**config.mk**
```make
export PLATFORM = sky130hd
export DESIGN_NAME = int_event_scheduler_flat
export DESIGN_NICKNAME = d
export VERILOG_FILES = /design/src/rtl/int_event_scheduler_pkg.sv /design/src/rtl/int_event_scheduler_if.sv /design/src/rtl/int_event_scheduler_rr_arbiter.sv /design/src/rtl/int_event_scheduler.sv /design/src/flat_wrapper.sv
export SDC_FILE = /design/constraint.sdc
export NUM_CORES = 1
export LEC_CHECK = 0
export CORE_MARGIN = 2
export CORE_UTILIZATION = 40
export DETAILED_ROUTE_END_ITERATION = 10
export PLACE_DENSITY_LB_ADDON = 0.2
export SLEW_MARGIN = 0
export SYNTH_ARGS = -nofsm -noshare
export SYNTH_HDL_FRONTEND = slang
export SYNTH_SLANG_ARGS = --single-unit
```
**constraint.sdc**
```tcl
create_clock -name clock -period 5.5 [get_ports clock]
set_clock_uncertainty 0.05 [all_clocks]
set_input_delay 0.825 -clock clock [delete_from_list [all_inputs] [get_ports clock]]
set_output_delay 0.825 -clock clock [all_outputs]
set_load 0.02 [all_outputs]
```
**src/rtl/int_event_scheduler_pkg.sv**
```systemverilog
// int_event_sched_pkg: shared types, width helpers and default parameters.
// Latency: n/a (declarations only).
// Backpressure: n/a.
// Contents: read-FSM state enum, calc_idw/calc_fw width helpers,
//           DEF_* default parameter values for the scheduler.
package int_event_sched_pkg;

  localparam int DEF_NUM_REQ          = 4;
  localparam int DEF_CODE_WIDTH       = 6;
  localparam int DEF_RD_LAT           = 2;
  localparam int DEF_COALESCE_TIMEOUT = 255;

  // Read-side FSM.
  typedef enum logic [1:0] {
    RD_IDLE  = 2'd0,
    RD_ISSUE = 2'd1,
    RD_WAIT  = 2'd2,
    RD_HOLD  = 2'd3
  } rd_state_e;

  // Requester index width.
  function automatic int calc_idw(input int num_req);
    return (num_req > 1) ? $clog2(num_req) : 1;
  endfunction

  // FIFO word width: {requester index, event code}.
  function automatic int calc_fw(input int num_req, input int code_width);
    return code_width + calc_idw(num_req);
  endfunction

endpackage

```
**src/rtl/int_event_scheduler_if.sv**
```systemverilog
// int_event_scheduler_if: bundles requester, FIFO and host signals.
// Latency: n/a (wires only).
// Backpressure: fifo_full stalls writers; evt_valid/evt_pop hands events to the host.
// Modports: slave  = scheduler side (drives acks, FIFO strobes, host event, irq)
//           master = environment side (requesters, FIFO model, host).
interface int_event_scheduler_if
  import int_event_sched_pkg::*;
#(
  parameter int NUM_REQ    = DEF_NUM_REQ,
  parameter int CODE_WIDTH = DEF_CODE_WIDTH
);
  localparam int FW = calc_fw(NUM_REQ, CODE_WIDTH);

  // Requesters
  logic [NUM_REQ-1:0]            evt_req;
  logic [NUM_REQ*CODE_WIDTH-1:0] evt_code;
  logic [NUM_REQ-1:0]            evt_ack;
  // External FIFO
  logic                          fifo_wrEn;
  logic [FW-1:0]                 fifo_wrData;
  logic                          fifo_rdEn;
  logic [FW-1:0]                 fifo_rdData;
  logic                          fifo_full;
  logic                          fifo_empty;
  logic                          fifo_wmark;
  // Host
  logic                          evt_valid;
  logic [FW-1:0]                 evt_data;
  logic                          evt_pop;
  logic                          irq;

  modport slave (
    input  evt_req, evt_code, fifo_rdData, fifo_full, fifo_empty, fifo_wmark, evt_pop,
    output evt_ack, fifo_wrEn, fifo_wrData, fifo_rdEn, evt_valid, evt_data, irq
  );

  modport master (
    output evt_req, evt_code, fifo_rdData, fifo_full, fifo_empty, fifo_wmark, evt_pop,
    input  evt_ack, fifo_wrEn, fifo_wrData, fifo_rdEn, evt_valid, evt_data, irq
  );

endinterface

```
**src/rtl/int_event_scheduler_rr_arbiter.sv**
```systemverilog
// int_rr_arbiter: round-robin one-hot grant with registered priority pointer.
// Latency: combinational grant from req_i and the registered pointer.
// Backpressure: enable_i low suppresses every grant and freezes the pointer.
// Ports: clock/reset (sync, active-high), req_i, enable_i,
//        grant_o (one-hot), grant_idx_o (binary), grant_vld_o.
module int_rr_arbiter
  import int_event_sched_pkg::*;
#(
  parameter  int N  = DEF_NUM_REQ,
  localparam int IW = calc_idw(N)
) (
  input  logic          clock,
  input  logic          reset,
  input  logic [N-1:0]  req_i,
  input  logic          enable_i,
  output logic [N-1:0]  grant_o,
  output logic [IW-1:0] grant_idx_o,
  output logic          grant_vld_o
);

  // ptr_q is the index with highest priority this cycle.
  logic [IW-1:0] ptr_q, ptr_d;
  logic [IW-1:0] cand;
  int            sel;
  logic          found;

  always_comb begin
    grant_o     = '0;
    grant_idx_o = '0;
    grant_vld_o = 1'b0;
    ptr_d       = ptr_q;
    cand        = '0;
    sel         = 0;
    found       = 1'b0;
    for (int k = 0; k < N; k++) begin
      cand = IW'((int'(ptr_q) + k) % N);
      if (!found && enable_i && req_i[cand]) begin
        found = 1'b1;
        sel   = int'(cand);
      end
    end
    if (found) begin
      grant_o[IW'(sel)] = 1'b1;
      grant_idx_o       = IW'(sel);
      grant_vld_o       = 1'b1;
      // Next search starts just after the winner.
      ptr_d             = (sel == N - 1) ? '0 : IW'(sel + 1);
    end
  end

  always_ff @(posedge clock) begin
    if (reset) begin
      ptr_q <= '0;
    end else begin
      ptr_q <= ptr_d;
    end
  end

endmodule

```
**src/rtl/int_event_scheduler.sv**
```systemverilog
// int_event_scheduler: funnels requester events into an external FIFO and
// presents them one at a time to the host with a level interrupt.
// Latency: write combinational from the RR pointer; read evt_valid RD_LAT cycles after fifo_rdEn.
// Backpressure: fifo_full holds all acks low; an unpopped host event blocks further FIFO reads.
// Ports: clock, reset (sync, active-high), bus (int_event_scheduler_if.slave).
// Optional feature: define INT_COALESCE_EN for watermark/timer interrupt coalescing.
module int_event_scheduler
  import int_event_sched_pkg::*;
#(
  parameter int NUM_REQ          = DEF_NUM_REQ,
  parameter int CODE_WIDTH       = DEF_CODE_WIDTH,
  parameter int RD_LAT           = DEF_RD_LAT,
  parameter int COALESCE_TIMEOUT = DEF_COALESCE_TIMEOUT
) (
  input  logic                  clock,
  input  logic                  reset,
  int_event_scheduler_if.slave  bus
);

  localparam int IDW = calc_idw(NUM_REQ);
  localparam int FW  = calc_fw(NUM_REQ, CODE_WIDTH);
  localparam int WCW = 2;

  // ---------------- write side ----------------
  logic [NUM_REQ-1:0]    grant;
  logic [IDW-1:0]        grant_idx;
  logic                  grant_vld;
  logic [CODE_WIDTH-1:0] codes [NUM_REQ];

  for (genvar g = 0; g < NUM_REQ; g++) begin : g_codes
    assign codes[g] = bus.evt_code[g*CODE_WIDTH +: CODE_WIDTH];
  end

  // Reset gates the enable so no ack/write leaks out while reset is held.
  int_rr_arbiter #(.N(NUM_REQ)) u_arb (
    .clock       (clock),
    .reset       (reset),
    .req_i       (bus.evt_req),
    .enable_i    (!bus.fifo_full && !reset),
    .grant_o     (grant),
    .grant_idx_o (grant_idx),
    .grant_vld_o (grant_vld)
  );

  assign bus.evt_ack     = grant;
  assign bus.fifo_wrEn   = grant_vld;
  assign bus.fifo_wrData = {grant_idx, codes[grant_idx]};

  // ---------------- read side ----------------
  // fifo_rdData is sampled on the RD_LAT-th rising edge after the edge that
  // raises fifo_rdEn, so evt_valid rises RD_LAT cycles after the rdEn cycle
  // (RD_LAT=2 suits a FIFO with one output register, RD_LAT=1 a show-ahead one).
  rd_state_e      state_q;
  logic           rd_en_q;
  logic [WCW-1:0] wait_cnt_q;
  logic           evt_valid_q;
  logic [FW-1:0]  evt_data_q;
  logic           irq_q;

  always_ff @(posedge clock) begin
    if (reset) begin
      state_q     <= RD_IDLE;
      rd_en_q     <= 1'b0;
      wait_cnt_q  <= '0;
      evt_valid_q <= 1'b0;
      evt_data_q  <= '0;
    end else begin
      case (state_q)
        RD_IDLE: begin
          if (!bus.fifo_empty && !evt_valid_q) begin
            state_q <= RD_ISSUE;
            rd_en_q <= 1'b1;
          end
        end
        RD_ISSUE: begin
          rd_en_q <= 1'b0;
          if (RD_LAT <= 1) begin
            evt_data_q  <= bus.fifo_rdData;
            evt_valid_q <= 1'b1;
            state_q     <= RD_HOLD;
          end else begin
            wait_cnt_q <= WCW'(RD_LAT - 2);
            state_q    <= RD_WAIT;
          end
        end
        RD_WAIT: begin
          if (wait_cnt_q == '0) begin
            evt_data_q  <= bus.fifo_rdData;
            evt_valid_q <= 1'b1;
            state_q     <= RD_HOLD;
          end else begin
            wait_cnt_q <= wait_cnt_q - 1'b1;
          end
        end
        RD_HOLD: begin
          if (bus.evt_pop) begin
            evt_valid_q <= 1'b0;
            state_q     <= RD_IDLE;
          end
        end
        default: state_q <= RD_IDLE;
      endcase
    end
  end

  assign bus.fifo_rdEn = rd_en_q;
  assign bus.evt_valid = evt_valid_q;
  assign bus.evt_data  = evt_data_q;
  assign bus.irq       = irq_q;

  // ---------------- interrupt ----------------
`ifdef INT_COALESCE_EN
  localparam int TW = $clog2(COALESCE_TIMEOUT + 1);

  logic [TW-1:0] timer_q, timer_d;
  logic          pending;

  // An event in flight between FIFO and evt_data still counts as pending,
  // otherwise the ISSUE/WAIT window would briefly drop irq and the timer.
  assign pending = !bus.fifo_empty || evt_valid_q ||
                   (state_q == RD_ISSUE) || (state_q == RD_WAIT);

  always_comb begin
    timer_d = timer_q;
    if (!pending) begin
      timer_d = '0;
    end else if (timer_q != TW'(COALESCE_TIMEOUT)) begin
      timer_d = timer_q + 1'b1;
    end
  end

  // Comparing timer_d lets irq rise exactly COALESCE_TIMEOUT cycles after
  // work first becomes pending.
  always_ff @(posedge clock) begin
    if (reset) begin
      timer_q <= '0;
      irq_q   <= 1'b0;
    end else begin
      timer_q <= timer_d;
      if (!pending) begin
        irq_q <= 1'b0;
      end else if (bus.fifo_wmark || (timer_d == TW'(COALESCE_TIMEOUT))) begin
        irq_q <= 1'b1;
      end
    end
  end
`else
  localparam int unused_timeout = COALESCE_TIMEOUT;
  logic unused_wmark;
  assign unused_wmark = bus.fifo_wmark;

  always_ff @(posedge clock) begin
    if (reset) begin
      irq_q <= 1'b0;
    end else begin
      irq_q <= evt_valid_q | !bus.fifo_empty;
    end
  end
`endif

endmodule

```
**src/flat_wrapper.sv**
```systemverilog
// flat-port wrapper written by rule: the top's interface ports become plain ports
module int_event_scheduler_flat import int_event_sched_pkg::*;
#(
  parameter int NUM_REQ          = DEF_NUM_REQ,
  parameter int CODE_WIDTH       = DEF_CODE_WIDTH,
  parameter int RD_LAT           = DEF_RD_LAT,
  parameter int COALESCE_TIMEOUT = DEF_COALESCE_TIMEOUT
)
  (clock, reset, bus_evt_req, bus_evt_code, bus_fifo_rdData, bus_fifo_full, bus_fifo_empty, bus_fifo_wmark, bus_evt_pop, bus_evt_ack, bus_fifo_wrEn, bus_fifo_wrData, bus_fifo_rdEn, bus_evt_valid, bus_evt_data, bus_irq);
  int_event_scheduler_if #(.NUM_REQ(NUM_REQ), .CODE_WIDTH(CODE_WIDTH)) bus_i ();
  input  logic clock;
  input  logic reset;
  input wire logic [$bits(bus_i.evt_req)-1:0] bus_evt_req;
  input wire logic [$bits(bus_i.evt_code)-1:0] bus_evt_code;
  input wire logic [$bits(bus_i.fifo_rdData)-1:0] bus_fifo_rdData;
  input wire logic [$bits(bus_i.fifo_full)-1:0] bus_fifo_full;
  input wire logic [$bits(bus_i.fifo_empty)-1:0] bus_fifo_empty;
  input wire logic [$bits(bus_i.fifo_wmark)-1:0] bus_fifo_wmark;
  input wire logic [$bits(bus_i.evt_pop)-1:0] bus_evt_pop;
  output wire logic [$bits(bus_i.evt_ack)-1:0] bus_evt_ack;
  output wire logic [$bits(bus_i.fifo_wrEn)-1:0] bus_fifo_wrEn;
  output wire logic [$bits(bus_i.fifo_wrData)-1:0] bus_fifo_wrData;
  output wire logic [$bits(bus_i.fifo_rdEn)-1:0] bus_fifo_rdEn;
  output wire logic [$bits(bus_i.evt_valid)-1:0] bus_evt_valid;
  output wire logic [$bits(bus_i.evt_data)-1:0] bus_evt_data;
  output wire logic [$bits(bus_i.irq)-1:0] bus_irq;
  assign bus_i.evt_req = bus_evt_req;
  assign bus_i.evt_code = bus_evt_code;
  assign bus_i.fifo_rdData = bus_fifo_rdData;
  assign bus_i.fifo_full = bus_fifo_full;
  assign bus_i.fifo_empty = bus_fifo_empty;
  assign bus_i.fifo_wmark = bus_fifo_wmark;
  assign bus_i.evt_pop = bus_evt_pop;
  assign bus_evt_ack = bus_i.evt_ack;
  assign bus_fifo_wrEn = bus_i.fifo_wrEn;
  assign bus_fifo_wrData = bus_i.fifo_wrData;
  assign bus_fifo_rdEn = bus_i.fifo_rdEn;
  assign bus_evt_valid = bus_i.evt_valid;
  assign bus_evt_data = bus_i.evt_data;
  assign bus_irq = bus_i.irq;
  int_event_scheduler #(.NUM_REQ(NUM_REQ), .CODE_WIDTH(CODE_WIDTH), .RD_LAT(RD_LAT), .COALESCE_TIMEOUT(COALESCE_TIMEOUT)) u_core (.clock(clock), .reset(reset), .bus(bus_i));
endmodule
```
==> flow_metrics.py <==
metrics = {
    "layout": {
        "area_delta_synth_final_pct": 59.9,
        "antennaDiodeCount": 0,
        "fin_area_um2": 1790,
        "fin_nets": 243,
        "finish.utilization_pct": 66.1,
        "layout-drive-gt1-share_pct": 7.89,
    },
    "global_route": {
        "grt.total_usage_pct": 19.9,
        "grt_overflow": 0,
        "grt_max_degree": 19,
        "grt_antenna_before_repair": 0,
        "grt_pass1_vias": 1119,
        "grt_pass1_wl_um": 5130,
    },
    "clocking": {
        "tritoncts": "built",
        "insertion_delay_ns": 0.28,
        "clockRootBuffer": "clkbuf_4",
        "postCtsResizedCells": 0,
        "cts_sinks": 17,
        "cts-buffers-inserted": 3,
        "postCtsSetupRepairBufs": 0,
        "clk_pin_slew_ns": 0.09,
        "hold_buffers": 0,
        "cts_htree_levels": 1,
        "max-clock-path-buffers": 2,
    },
    "critical_path": {
        "path_max_fanout": 18,
        "r2r_cells": 6,
        "critical_path_class": "input port to primary output",
        "cp.arrival_ns": 3.70,
        "cp-start-kind": "input port",
        "crit_path_end_kind": "primary output",
        "cp.required_ns": 4.62,
    },
    "power": {
        "cellPowerDensity_nw_per_um2": 261,
        "p_sw_uw": 173,
        "seqPwrFrac_pct": 36.5,
        "p_leak_nw": 0.701,
        "pwr-share-clk_pct": 13.9,
        "p_sw_share_pct": 37.1,
        "comb_power_share_pct": 49.6,
        "p_int_uw": 294,
        "ir_worst_vdd_v": 0.000263,
    },
    "synthesis": {
        "ys_seq_elements": 17,
        "synth_seq_area_share_pct": 30.4,
        "syn_avg_cell_area_um2": 8.82,
        "yosysTopAreaCell": "dfxtp_1",
        "yosysWarningCount": 0,
        "synthTopCellsByArea": "dfxtp_1 30%, mux4_2 12%, ha_1 11%",
        "syn_inst": 127,
        "yosysTopAreaCellShare_pct": 30.4,
        "async_reset_ff_share_pct": 0,
        "syn-cell-area_um2": 1120,
        "syn_nets": 179,
        "synth_cell_type_count": 31,
        "synth_commonest_cells": "20 x nand2_1, 17 x dfxtp_1, 15 x a21oi_1",
        "yosysMostFrequentCell": "nand2_1",
        "synth-edff-count": 0,
        "synth_ff_type": "dfxtp_1",
    },
    "placement": {
        "portBuffers": 64,
        "postPlaceCellArea_um2": 1760,
        "hpwl_um": 2510,
        "finalWeightedCongestion": 0.738,
    },
    "hold_path": {
        "min_path_cells": 2,
        "hold_path.class": "register to register",
    },
    "drt": {
        "drt_wl_total_um": 3080,
        "final_antenna_net_count": 0,
        "vias": 1128,
        "firstDrtPassIters": 4,
        "viasPerCell": 5.10,
        "drc": 0,
        "routedWlPerCell_um": 13.9,
        "dr.first_iter.drc_count": 31,
    },
    "timing": {
        "setup_viol": 0,
        "relSlewSlack_pct": 55.8,
        "holdWs_ns": 0.408,
        "drv_slew": 0,
        "hold_viol": 0,
        "fin_setup_tns_ns": 0,
        "worst_pin_slew_ns": 0.661,
        "fin_crit_ns": 4.57,
        "rsz0062_at_grt": "no",
        "post-route-period-util_pct": 83.1,
        "fmax_mhz": 219,
    },
    "floorplan": {
        "die_x_um": 56.9,
        "num_rows": 19,
        "fp.dieH_um": 56.9,
        "ioPinCount": 66,
        "coreArea_um2": 2710,
        "dieArea_um2": 3240,
        "start_util_pct": 41.3,
    },
    "outcome": {
        "outcome": "finished clean",
    },
    "flow_run": {
        "cap_violations": 0,
    },
}
path summary, 6_finish.rpt:
kind | slack [ns] | end | start
hold reg to reg | 0.41 | u_core.bus.evt_data[7] | u_core.bus.evt_data[7]
setup / recovery | 0.93 | bus_evt_ack[3] | reset
setup reg to reg | 3.81 | u_core.u_arb.ptr_q[1] | u_core.u_arb.ptr_q[1]
hold / removal | 0.41 | u_core.bus.evt_data[7] | u_core.bus.evt_data[7]
critical path, stage by stage:
cell             delay [ns]
clkdlybuf4s50_1        0.74
nor2_1                 0.36
o221ai_1               0.20
nor2_2                 0.41
inv_1                  0.15
ha_1                   0.25
o211a_1                0.23
clkdlybuf4s50_1        0.53
cell families after synthesis:
family | share of synthesized area (%)
adder cells (fa/ha/maj) | 11.2
AO/OA/AOI/OAI | 16.5
flip-flops | 30.4
AND/OR/NAND/NOR | 21.0
buffers and inverters | 6.14
multiplexers | 14.7
cells in the final DEF (no fill, tap or decap), types with 2 or more instances in the layout:
cell type and instances:
a21oi_1 15, and2_1 3, clkbuf_4 3, clkdlybuf4s50_1 64
dfxtp_1 17, ha_1 10, inv_1 7, inv_2 2
mux2i_1 3, mux4_2 6, nand2_1 20, nand2b_1 4
nor2_1 14, nor2_2 2, o211a_1 4, o21ai_0 2
metal layers:
metal | vias up | part of all wire [%] | GRT usage, % | routed length [um]
met5 | - | 0 | 0 | 0
met4 | 0 | 0.23 | 2.99 | 7
met3 | 2 | 6.4 | 5.76 | 198
met2 | 37 | 55 | 37.4 | 1700
met1 | 521 | 38 | 22.5 | 1170
li1 | 568 | - | - | -
flip-flops by register name, summed over array words and instances, names as in the netlist:
signal and cells:
u_core.bus.irq 1, u_core.u_arb.ptr_q 2, u_core.bus.evt_data 8, u_core.bus.evt_valid 1, u_core.state_q 2, u_core.wait_cnt_q 2
u_core.bus.fifo_rdEn 1
per-stage QoR:
step	instances	power (mW)	worst slack (ns)
after global routing	221	0.506	0.670
after floorplan	127	0.304	2.23
after global placement	217	0.394	1.01
final	221	0.467	0.927
after CTS	221	0.474	0.893
after detailed placement	217	0.405	0.907
final cells by class:
| class | count | area, um^2 |
|---|---|---|
| inverters | 9 | 33.8 |
| multi-input cells | 96 | 711 |
| fillers | 235 | 920 |
| repair buffers | 64 | 641 |
| well taps | 31 | 38.8 |
| flip-flops and latches | 17 | 340 |
| clock buffers | 4 | 26.3 |
power by group through the flow:
stage | clock (mW) | sequential (mW) | combinational, mW
after detailed placement | 0 | 0.172 | 0.233
after global placement | 0 | 0.171 | 0.224
after global routing | 0.0757 | 0.174 | 0.257
after CTS | 0.0695 | 0.170 | 0.234
after floorplan | 0 | 0.193 | 0.112
final | 0.0650 | 0.170 | 0.232
No activity file was read; power rests on OpenSTA's default activity.
